[config.mk]
export PLATFORM = sky130hd
export DESIGN_NAME = hdr_parser
export DESIGN_NICKNAME = d
export VERILOG_FILES = /design/src/rtl/hdr_parser_pkg.sv /design/src/rtl/hdr_parser.sv
export SDC_FILE = /design/constraint.sdc
export NUM_CORES = 1
export LEC_CHECK = 0
export BUFFER_PORTS_ARGS = -buffer_cell sky130_fd_sc_hd__buf_2
export CELL_PAD_IN_SITES_DETAIL_PLACEMENT = 1
export CELL_PAD_IN_SITES_GLOBAL_PLACEMENT = 2
export CORE_AREA = 2 2 294 296
export DETAILED_ROUTE_END_ITERATION = 12
export DIE_AREA = 0 0 296 298
export PLACE_DENSITY_LB_ADDON = 0.1
export SLEW_MARGIN = 0
export SYNTH_ARGS = -nofsm -noshare
export SYNTH_HDL_FRONTEND = slang
export SYNTH_SLANG_ARGS = --single-unit
[constraint.sdc]
create_clock -name clk -period 9.4 [get_ports clk]
set_clock_uncertainty 0.1 [all_clocks]
set_input_delay 0.94 -clock clk [delete_from_list [all_inputs] [get_ports clk]]
set_output_delay 0.94 -clock clk [all_outputs]
set_load 0.1 [all_outputs]
[src/rtl/hdr_parser_pkg.sv]
// Shared definitions for the header parser: FSM states, bus widths and the
// parse-node word layout that the graph compiler also emits.
package hdr_parser_pkg;

  localparam int ADDR_BUS       = 32;
  localparam int DATA_BUS       = 32;
  localparam int NUM_HEADERS    = 16;
  localparam int HDR_ID_W       = 4;
  localparam int NODE_W         = 6;
  localparam int MAX_TRANS      = 15;
  localparam int MAX_HOPS       = 16;
  localparam int PS_NODE_STRIDE = 64;
  localparam int PS_STATE_BUS   = 3;

  localparam logic [DATA_BUS-1:0] ZERO_WORD    = '0;
  localparam logic [NODE_W-1:0]   PARSE_ACCEPT = 6'h3F;

  // Word0 of a parse node
  localparam int NODE_HDR_ID_LSB    = 28;
  localparam int NODE_HDR_LEN_LSB   = 22;
  localparam int NODE_SEL_OFF_LSB   = 16;
  localparam int NODE_SEL_BYTES_LSB = 14;
  localparam int NODE_DEFAULT_LSB   = 8;
  localparam int NODE_NUM_TRANS_LSB = 0;
  // Transition words 1..num_trans
  localparam int TRANS_MATCH_LSB    = 16;
  localparam int TRANS_NEXT_LSB     = 8;

  typedef enum logic [PS_STATE_BUS-1:0] {
    PS_STATE_FREE,
    PS_STATE_NODE,
    PS_STATE_SEL,
    PS_STATE_TRANS,
    PS_STATE_DONE
  } ps_state_e;

  function automatic logic [3:0] clamp_trans(input logic [3:0] n);
    return ({1'b0, n} > 5'(MAX_TRANS)) ? 4'(MAX_TRANS) : n;
  endfunction

  // Select fields are one or two bytes wide; anything else reads one byte.
  function automatic logic [3:0] sel_width(input logic [1:0] sel_bytes);
    return (sel_bytes == 2'd2) ? 4'd2 : 4'd1;
  endfunction

endpackage

[src/rtl/hdr_parser.sv]
// Walks a programmable parse graph in packet memory and records the start
// address of every extracted header. Optional macro: PARSER_LOOP_GUARD_EN.
module hdr_parser
  import hdr_parser_pkg::*;
(
  input  logic                clk,
  input  logic                rst,
  input  logic                start_i,
  input  logic [ADDR_BUS-1:0] pkt_start_i,
  input  logic [ADDR_BUS-1:0] graph_base_i,
  output logic                mem_ce_o,
  output logic                mem_we_o,
  output logic [ADDR_BUS-1:0] mem_addr_o,
  output logic [3:0]          mem_width_o,
  output logic [DATA_BUS-1:0] mem_data_o,
  input  logic [DATA_BUS-1:0] mem_data_i,
  output logic [DATA_BUS-1:0] parsed_hdrs_o [NUM_HEADERS],
  output logic [NUM_HEADERS-1:0] hdr_valid_o,
  output logic [ADDR_BUS-1:0] payload_o,
  output logic                err_o,
  output logic                ready_o
);

  ps_state_e             state_q;
  logic [ADDR_BUS-1:0]   cur_q;
  logic [ADDR_BUS-1:0]   node_q;
  logic [5:0]            hdr_len_q;
  logic [NODE_W-1:0]     default_next_q;
  logic [3:0]            num_trans_q;
  logic [3:0]            trans_idx_q;
  logic [15:0]           sel_val_q;

  logic [HDR_ID_W-1:0]   f_hdr_id;
  logic [5:0]            f_hdr_len;
  logic [5:0]            f_sel_off;
  logic [1:0]            f_sel_bytes;
  logic [NODE_W-1:0]     f_default;
  logic [3:0]            f_num_trans;
  logic [15:0]           f_match;
  logic [NODE_W-1:0]     f_next;

  logic                  take;
  logic [NODE_W-1:0]     next_node;
  logic [ADDR_BUS-1:0]   cur_next;
  logic [ADDR_BUS-1:0]   next_base;

  assign f_hdr_id    = mem_data_i[NODE_HDR_ID_LSB    +: HDR_ID_W];
  assign f_hdr_len   = mem_data_i[NODE_HDR_LEN_LSB   +: 6];
  assign f_sel_off   = mem_data_i[NODE_SEL_OFF_LSB   +: 6];
  assign f_sel_bytes = mem_data_i[NODE_SEL_BYTES_LSB +: 2];
  assign f_default   = mem_data_i[NODE_DEFAULT_LSB   +: NODE_W];
  assign f_num_trans = mem_data_i[NODE_NUM_TRANS_LSB +: 4];
  assign f_match     = mem_data_i[TRANS_MATCH_LSB    +: 16];
  assign f_next      = mem_data_i[TRANS_NEXT_LSB     +: NODE_W];

  assign mem_we_o   = 1'b0;
  assign mem_data_o = ZERO_WORD;

`ifdef PARSER_LOOP_GUARD_EN
  logic [4:0] hop_q;
  logic       err_q;
  assign err_o = err_q;
`else
  assign err_o = 1'b0;
`endif

  // Decide whether this cycle leaves the current node, and to where.
  // NOTE: every combinational output gets a default first so no latch is inferred.
  always_comb begin
    take      = 1'b0;
    next_node = default_next_q;
    case (state_q)
      PS_STATE_SEL:   take = (num_trans_q == 4'd0);
      PS_STATE_TRANS: begin
        if (f_match == sel_val_q) begin
          take      = 1'b1;
          next_node = f_next;
        end else if (trans_idx_q >= num_trans_q) begin
          take = 1'b1;
        end
      end
      default: ;
    endcase
  end

  assign cur_next  = cur_q + ADDR_BUS'(hdr_len_q);
  assign next_base = graph_base_i + ADDR_BUS'(next_node) * ADDR_BUS'(PS_NODE_STRIDE);

  // NOTE: sequential state uses non-blocking assignments only, so every flop
  // samples the pre-edge value of its neighbours.
  always_ff @(posedge clk or negedge rst) begin
    if (!rst) begin
      state_q        <= PS_STATE_FREE;
      cur_q          <= '0;
      node_q         <= '0;
      hdr_len_q      <= '0;
      default_next_q <= '0;
      num_trans_q    <= '0;
      trans_idx_q    <= '0;
      sel_val_q      <= '0;
      mem_ce_o       <= 1'b0;
      mem_addr_o     <= '0;
      mem_width_o    <= '0;
      hdr_valid_o    <= '0;
      payload_o      <= '0;
      ready_o        <= 1'b0;
      // NOTE: the header table is handed to the executor as-is, so it is a
      // real flop array and is cleared by reset like any other output.
      for (int k = 0; k < NUM_HEADERS; k++) parsed_hdrs_o[k] <= '0;
`ifdef PARSER_LOOP_GUARD_EN
      hop_q <= '0;
      err_q <= 1'b0;
`endif
    end else begin
      case (state_q)
        PS_STATE_FREE: begin
          if (start_i) begin
            cur_q       <= pkt_start_i;
            node_q      <= graph_base_i;
            hdr_valid_o <= '0;
            mem_ce_o    <= 1'b1;
            mem_addr_o  <= graph_base_i;
            mem_width_o <= 4'd4;
            state_q     <= PS_STATE_NODE;
`ifdef PARSER_LOOP_GUARD_EN
            hop_q <= 5'd1;
            err_q <= 1'b0;
`endif
          end
        end

        PS_STATE_NODE: begin
          parsed_hdrs_o[f_hdr_id] <= cur_q;
          hdr_valid_o[f_hdr_id]   <= 1'b1;
          hdr_len_q      <= f_hdr_len;
          default_next_q <= f_default;
          num_trans_q    <= clamp_trans(f_num_trans);
          mem_addr_o     <= cur_q + ADDR_BUS'(f_sel_off);
          mem_width_o    <= sel_width(f_sel_bytes);
          state_q        <= PS_STATE_SEL;
        end

        PS_STATE_SEL: begin
          // Read data is zero-extended, so a 1-byte select lands in [7:0].
          sel_val_q <= mem_data_i[15:0];
          if (!take) begin
            trans_idx_q <= 4'd1;
            mem_addr_o  <= node_q + ADDR_BUS'(4);
            mem_width_o <= 4'd4;
            state_q     <= PS_STATE_TRANS;
          end
        end

        PS_STATE_TRANS: begin
          if (!take) begin
            trans_idx_q <= trans_idx_q + 4'd1;
            mem_addr_o  <= node_q + ADDR_BUS'({trans_idx_q + 4'd1, 2'b00});
          end
        end

        PS_STATE_DONE: begin
          if (!start_i) begin
            ready_o <= 1'b0;
            state_q <= PS_STATE_FREE;
          end
        end

        default: state_q <= PS_STATE_FREE;
      endcase

      // Leaving a node: advance past its header and either finish or fetch the next node.
      if (take) begin
        cur_q <= cur_next;
        if (next_node == PARSE_ACCEPT) begin
          payload_o <= cur_next;
          ready_o   <= 1'b1;
          mem_ce_o  <= 1'b0;
          state_q   <= PS_STATE_DONE;
        end
`ifdef PARSER_LOOP_GUARD_EN
        else if (hop_q == 5'(MAX_HOPS)) begin
          payload_o <= cur_next;
          err_q     <= 1'b1;
          ready_o   <= 1'b1;
          mem_ce_o  <= 1'b0;
          state_q   <= PS_STATE_DONE;
        end
`endif
        else begin
          node_q      <= next_base;
          mem_addr_o  <= next_base;
          mem_width_o <= 4'd4;
          state_q     <= PS_STATE_NODE;
`ifdef PARSER_LOOP_GUARD_EN
          hop_q <= hop_q + 5'd1;
`endif
        end
      end
    end
  end

endmodule
# Word-level counts from Yosys, hierarchy flattened

Index checks and enable logic that the tools add are counted.

Equal/unequal tests: 13
$add $sub $neg: 6
Bitwise operators: 2
Order comparisons: 5
Reduce and logical (&&, ||, !) cells: 13
Muxes and demuxes: 47

Operator list:

| operator              | count |
|---|---|
| $bwmux 512            | 1 |
| $mux 32               | 13 |
| $demux 32 s4          | 1 |
| $pmux 32 s4           | 1 |
| $add 32x6->32         | 3 |
| $add 32x12->32        | 1 |
| $add 32x3->32 const B | 1 |
| $pmux 16 s2           | 1 |
| $mux 4                | 6 |
| $eq 16x16->1          | 1 |
| $mux 16               | 1 |
| $or 16x16->16         | 1 |
| $pmux 3 s5            | 1 |
| $mux 3                | 4 |
| $mux 6                | 2 |
| $pmux 4 s3            | 1 |
| $mux 1                | 11 |
| $ne 2x2->1 const B    | 4 |
| $pmux 4 s2            | 1 |
| $reduce_bool 2->1     | 4 |
| $eq 3x2->1 const B    | 2 |
| $eq 6x6->1 const B    | 1 |
| $ne 3x3->1 const B    | 2 |
| $reduce_and 2->1      | 3 |
| 17 further kinds      | 19 |

Logic and storage cells: 116
Bits of input ports: 99
Output and inout bits: 632
Bits in registers: 701

# Depth between registers and ports, before layout

Gate-level depths: netlist of the first run.

Depth in word-level cells: 8
Depth in mapped cells: 18
Depth with buffers taken out: 15

# Least setup slack after synthesis of the first run

Ideal clock, no wire load.

Path type: in2reg
Start point: in mem_data_i[29]
End point: reg node_q[24]
Arrival: 4.257 ns
Library setup time: 0.126 ns
Buffers on the path: 3
Cell stages on the path: 17
Path slack: 4.917 ns
Data required time: 9.174 ns
Path through: buf_6 -> xor2_1 -> nor4_4 -> nand3_2 -> nor4b_4 -> buf_6 -> mux2_2 -> ha_1 -> inv_1 -> fa_1 -> nor2b_1 -> o31a_1 -> o31a_1 -> clkbuf_1 -> nand3_1 -> a21o_1 -> a221o_1

Word-level cells in the longest chain between the ends: 6
Elaborated cells between the ends (all ways): 9
Those cells by class: add/sub (1); eq/ne (2); mux (6)

RTL lines:

| item                                                | RTL line                            | text |
|---|---|---|
| start: declaration                                  | hdr_parser.sv:16                    | `input logic [DATA_BUS-1:0] mem_data_i,` |
| $eq 16x16->1 (*)                                    | hdr_parser.sv:75                    | `if (f_match == sel_val_q) begin` |
| $mux 6                                              | hdr_parser.sv:75                    |  |
| $mux 6                                              | hdr_parser.sv:72                    | `case (state_q)` |
| $add 32x12->32 / $eq 6x6->1 (equally long branches) | hdr_parser.sv:87, hdr_parser.sv:174 |  |
| $mux 32                                             | hdr_parser.sv:174                   | `if (next_node == PARSE_ACCEPT) begin` |
| $mux 32 (*)                                         | hdr_parser.sv:172                   | `if (take) begin` |
| end signal: assignment                              | hdr_parser.sv:119                   | `node_q <= graph_base_i;` |
| end signal: assignment                              | hdr_parser.sv:190                   | `node_q <= next_base;` |
| end: declaration                                    | hdr_parser.sv:26                    | `logic [ADDR_BUS-1:0] node_q;` |

Every way passes the cells marked *; elsewhere a longest branch is shown, timed or not.
A chain may end at the register's enable or synchronous reset.

# Worst setup path in the final report of the first run

Start point: reg state_q[1]
End point: reg node_q[15]

Word-level cells in the longest chain between the ends: 5
Elaborated cells between the ends (all ways): 10
Those cells by class: add/sub (1); eq/ne (3); mux (5); reduce/logical (1)

RTL lines:

| item                                                | RTL line                            | text |
|---|---|---|
| start: declaration                                  | hdr_parser.sv:24                    | `ps_state_e state_q;` |
| start signal: assignment                            | hdr_parser.sv:93                    | `state_q <= PS_STATE_FREE;` |
| start signal: assignment                            | hdr_parser.sv:124                   | `state_q <= PS_STATE_NODE;` |
| start signal: assignment                            | hdr_parser.sv:140                   | `state_q <= PS_STATE_SEL;` |
| $eq 3x2->1                                          | hdr_parser.sv:72                    |  |
| $mux 6                                              | hdr_parser.sv:72                    |  |
| $add 32x12->32 / $eq 6x6->1 (equally long branches) | hdr_parser.sv:87, hdr_parser.sv:174 |  |
| $mux 32                                             | hdr_parser.sv:174                   |  |
| $mux 32 (*)                                         | hdr_parser.sv:172                   |  |

Marks and branches as above.

==> out/qor.txt, run 1 <==
Hold/Removal Path Class: in -> async
Final Hold Violating Endpoints: 0
Wire per inst: 30.4 µm
Critical path startpoint category: register
Post-synth EDFFs: 0
Layout cell share with drive strength beyond 1: 0.435
Minimum hold slack: 0.248 ns
Worst Path Arrival: 5.83 ns
Vias: 25,000
M1 WL: 51,800 µm
Yosys top cell by area: dfrtp_1
Via density: 5.55
Post-Synthesis Cells: 2,657
CTS Buf Count: 81
Gr ovfl total: 0
Post-route setup TNS: 0 ns
Register area share after synthesis: 0.548
Most frequent cells in the layout: dfrtp_1, buf_2, mux2_2, nand2_1, o21ai_0
Area grow syn2layout: 22.8%
Status: finished clean
Element type at the critical path end: register
Mapped Area: 0.0320 mm²
H-tree Lvls: 3
Largest cells by area after synthesis: dfrtp_1, mux2_2, nand2_1
Number of max-cap violations: 0
Setup repair bufs after CTS: 0
TritonCTS clock tree: done
Synthesis Warnings: 0
Post-DP HPWL: 97,400 µm
Resize count post-CTS: 0
Top Layer Used: met5
Nets: 3,424
Vias in the first global route: 27,100
Post-DRT Antenna Nets: 0
Detailed Route Iter0 Violations: 1,395
Syn Area/Cell: 12.0 µm²
CTS root buffer: clkbuf_16
Top-area cell type share of the netlist area: 0.548
Max Fanout on Critical Path: 14
DR pass1 iterations: 7
IO Pins: 731
First-pass GRT wire length: 198,000 µm
Crit share post-route: 0.574
Routability Congestion: 0.883
Max transition margin: 0.0886
Commonest non-fill, non-tap cell in the layout: dfrtp_1
Slowest cell on the critical path: nor4b_4
Main synth FF type: dfrtp_1
Max incr delay on CP: 1.14 ns
CP dominant cell by count: a211oi_1
Final setup viols: 0
Die Ht: 298 µm
Area occupied by multi-input gates: 0.0134 mm²
Skew-Pair Late Insertion Delay: 0.65 ns
Yosys reg bits: 701
Initial Util: 0.377
Hold Buf Count CTS: 0
WP data required: 9.83 ns
Initial antenna violation count: 23
Ys async rst share: 1.00
Largest net degree at the start of global routing: 164
Distinct cells, synth: 83
Final slew viol count: 0
Die area: 0.0882 mm²
Fin crit period: 5.39 ns
Max frequency: 185 MHz
GRT Util Overall: 0.309
Met2 routed WL: 68,300 µm
Clock Sink Count: 701
WS Path Type: reg -> reg
Drt drc: 0
Fill cells: 9,174
IO Port Bufs: 696
Reg clk slew, reported paths: 0.07 ns
RSZ-0062 raised after global routing: false
Die X: 296 µm
WL final: 137,000 µm
Slew @ Worst Pin: 1.36 ns
CP Cell Sequence: nand3b_1 -> nor4b_4 -> mux2_2 -> ha_1 -> a211oi_1 -> o21bai_1 -> a211oi_1 -> nor2_1 -> nand3_1 -> a21oi_1 -> o221a_2
Clock Tree Buf Depth: 3
Core Rows: 107
WL met3: 10,200 µm
Register Area: 0.0175 mm²
Reg2Reg Setup Slack: 4.01 ns
Core Box Area: 0.0849 mm²
## critical path, delay by kind of cell, from the launching register on
| family | cells | cell delay (ns) |
|---|---|---|
| flops | 1 | 0.69 |
| mux | 1 | 0.45 |
| compound gates | 5 | 1.61 |
| fa+ha+maj | 1 | 0.31 |
| simple gates | 4 | 2.13 |
## per-layer routing
layer,vias up,global-route usage
met5,-,0
met4,18,0.143
met3,269,0.0833
met2,842,0.523
li1,10700,-
met1,13200,0.364
## final timing paths
kind,endpoint,cells past startpoint,startpoint
max in group asynchronous,parsed_hdrs_o[19],3,rst
worst max-delay path,node_q[15],11,state_q[1]
worst max register to register,node_q[15],11,state_q[1]
min in group clk,parsed_hdrs_o[295],2,parsed_hdrs_o[295]
worst min-delay path,parsed_hdrs_o[245],1,rst
worst min register to register,parsed_hdrs_o[295],2,parsed_hdrs_o[295]
## cell usage after synthesis, types with 11 or more instances
cell      count
a21o_1       12
a21oi_1      61
a221o_1      12
a221oi_1     13
a31oi_1      24
and3_1       22
buf_1        23
buf_2        38
buf_4        35
clkbuf_1    133
dfrtp_1     701
ha_1         29
inv_1        37
mux2_2      477
mux2_4       30
nand2_1     224
nand3_1      67
nand4_1      45
nor2_1      102
nor3_1       38
nor4_1       20
o21a_1       29
o21ai_0     130
o221a_2      22
o31ai_1      11
xnor2_1      57
xor2_1       70
## final cells by class
type,count,area share
clock buffers,111,0.0588
diodes,14,0.000892
multi-input cells,1712,0.341
inverters,40,0.00382
repair buffers,756,0.101
flip-flops and latches,701,0.446
well taps,1144,0.0364
clock inverters,34,0.0114
## stage by stage
step	setup slack, ns	instances	util	cell area [µm²]
finish	4.01	4512	0.463	39300
global route	3.83	4507	0.463	39300
CTS	4.07	4498	0.463	39300
detailed placement	3.68	4353	0.430	36500
global placement	3.80	4353	0.430	36500
floorplan	4.92	2690	-	32100
## cell families after synthesis
kind of cell	after synthesis	share of synthesized area
flops	701	0.548
simple gates	593	0.0902
mux	511	0.183
compound gates	414	0.0888
buf+inv	277	0.0406
xor+xnor	127	0.0348
fa+ha+maj	33	0.0138
other cells	1	0.000117
## registers in the layout (all words and copies together), names as in the netlist
name / cells
trans_idx_q: 4
ready_o: 1
mem_width_o: 4
cur_q: 32
node_q: 32
default_next_q: 6
mem_addr_o: 32
payload_o: 32
hdr_len_q: 6
state_q: 3
mem_ce_o: 1
hdr_valid_o: 16
parsed_hdrs_o: 512
num_trans_q: 4
sel_val_q: 16
Power of run 1 is not shown: default switching activity piles up to over one toggle a cycle in this logic, so the estimate is an artifact.
==> run 2, diff against run 1 <==
- ABC_AREA: default -> 1
- CORE_AREA: 2 2 294 296 -> 2 2 341 343
- DIE_AREA: 0 0 296 298 -> 0 0 343 345
- clock period: 9.4 -> 4.3 ns (I/O delays scaled with it)
==> out/qor.txt, run 2 <==
Largest net degree at the start of global routing: 92
Most frequent cells in the layout: nand2_1, dfrtp_1, buf_2, o21ai_0, inv_1
Syn Area/Cell: 8.31 µm²
RSZ-0062 raised after global routing: false
Main synth FF type: dfrtp_1
DR pass1 iterations: 5
H-tree Lvls: 3
Post-DRT Antenna Nets: 0
Count leader, synth: nand2_1
TritonCTS clock tree: done
Routability Congestion: 0.852
Post-synth EDFFs: 0
Final slew viol count: 0
Crit share post-route: 0.911
Vias: 29,200
Initial Util: 0.278
Clock Sink Count: 701
Max transition margin: 0.151
Most flops, register: parsed_hdrs_o
Element type at the critical path end: register
Drt drc: 0
WL final: 159,000 µm
Synthesis Warnings: 0
Yosys top cell by area: dfrtp_1
Worst Path Arrival: 4.34 ns
Mapped Area: 0.0320 mm²
Synth cell count leaders: nand2_1, dfrtp_1, o21ai_0
Ys async rst share: 1.00
IO Pins: 731
Fin crit period: 3.92 ns
Vias in the first global route: 29,600
Fill cells: 13,900
Yosys reg bits: 701
Max frequency: 255 MHz
IO Port Bufs: 696
Die Ht: 345 µm
Post-Synthesis Cells: 3,845
Nets: 4,682
CTS root buffer: clkbuf_16
WS Path Type: in -> reg
Register area share after synthesis: 0.549
Post-route setup TNS: 0 ns
Top-area cell type share of the netlist area: 0.549
Post-DP HPWL: 119,000 µm
First-pass GRT wire length: 227,000 µm
Initial antenna violation count: 6
Area occupied by multi-input gates: 0.0125 mm²
Distinct cells, synth: 49
Die area: 0.118 mm²
Hold/Removal Path Class: in -> reg
Commonest non-fill, non-tap cell in the layout: nand2_1
Area grow syn2layout: 26.9%
Number of max-cap violations: 0
Wire per inst: 26.0 µm
Slew @ Worst Pin: 1.27 ns
Core Box Area: 0.115 mm²
WP data required: 4.72 ns
Max Fanout on Critical Path: 3
GRT Util Overall: 0.265
Via density: 4.76
Register Area: 0.0175 mm²
Final Hold Violating Endpoints: 0
Core Rows: 125
CTS Buf Count: 87
Critical path startpoint category: input pin
Skew-Pair Late Insertion Delay: 0.68 ns
Gr ovfl total: 0
Die X: 343 µm
Final setup viols: 0
Max reg flops: 512
Layout cell share with drive strength beyond 1: 0.204
Largest cells by area after synthesis: dfrtp_1, nand2_1, o21ai_0
Detailed Route Iter0 Violations: 1,927
Clock Tree Buf Depth: 3
Status: finished clean
Reg clk slew, reported paths: 0.06 ns
[run 2: cell types whose count changed in the layout (fill, tap and decap cells not counted), moves of 46 or more]
cell	delta
dlygate4sd3_1	+53
inv_1	+201
mux2_2	-477
nand2_1	+1083
nand3_1	+66
nor2_1	+56
o21ai_0	+516
xnor2_1	-46
[run 2: logic make-up (layout without fill, tap and decap cells)]
logic type               Yosys count  after routing  share of synthesized area
buffers and inverters            518           1249                     0.0669
other                              1             38                   0.000117
adder cells (fa/ha/maj)           33             33                     0.0139
AND/OR/NAND/NOR                 1699           1699                      0.213
flip-flops                       701            701                      0.549
AO/OA/AOI/OAI                    804            804                      0.133
XOR/XNOR                          89             89                     0.0244
[run 2: area by class of cell]
| type | count | share of cell area |
|---|---|---|
| clock inverter | 18 | 0.00771 |
| timing repair buffer | 842 | 0.120 |
| antenna | 4 | 0.000247 |
| multi-input combinational | 2659 | 0.307 |
| sequential | 701 | 0.433 |
| clock buffer | 130 | 0.0617 |
| tap | 1524 | 0.0470 |
| inverter | 259 | 0.0240 |
[run 2: per-stage QoR]
step | utilization | area, µm² | hold WS (ns) | setup slack, ns | cells
6_report | 0.352 | 40500 | 0.0421 | 0.383 | 6137
4_1_cts | 0.352 | 40500 | 0.00669 | 0.362 | 6133
3_5_place_dp | 0.323 | 37200 | 0.356 | 0.202 | 5932
5_1_grt | 0.352 | 40500 | 0.0338 | 0.0722 | 6134
3_3_place_gp | 0.323 | 37200 | 0.351 | 0.344 | 5932
2_1_floorplan | - | 32100 | 0.0344 | 0.949 | 3878
[run 2: repair_timing]
action	CTS	global route
hold endpoints to repair	140	0
setup endpoints to repair	0	1
setup buffers	0	0
hold buffers	53	0
gates resized for setup	0	1
[run 2: worst max-delay path, stage by stage]
cell	delay, ns
dlygate4sd3_1	0.55
buf_2	0.13
inv_1	0.05
nand2_1	0.05
nand2_1	0.06
nor2_1	0.14
nand2_1	0.07
nor2_1	0.19
nand3_1	0.15
nand2_1	0.09
nand2_1	0.08
inv_1	0.06
ha_1	0.20
inv_1	0.07
fa_1	0.41
nor3_1	0.30
nor2_1	0.18
nor2_1	0.20
nand2_1	0.08
nor2_1	0.34
nand3b_1	0.16
xor2_1	0.17
nand2_1	0.10
nand2_1	0.06
[run 2: path summary, 6_finish.rpt]
path,startpoint,to,slack (ns),cells past startpoint
worst max-delay path,mem_data_i[27],mem_addr_o[26],0.38,24
worst min-delay path,mem_data_i[11],sel_val_q[11],0.04,3
worst max register to register,sel_val_q[7],mem_addr_o[26],0.41,21
worst min register to register,payload_o[21],payload_o[21],0.36,2
max in group asynchronous,rst,parsed_hdrs_o[402],2.61,4
min in group asynchronous,rst,parsed_hdrs_o[298],0.27,2
[run 2: layer usage]
layer	track usage	wire [µm]	up-vias
li1	-	-	13800
met1	0.338	68800	14600
met2	0.465	79600	698
met3	0.0379	6970	170
met4	0.0682	4080	4
met5	0	27	-
Power of run 2 is left out for the same reason.
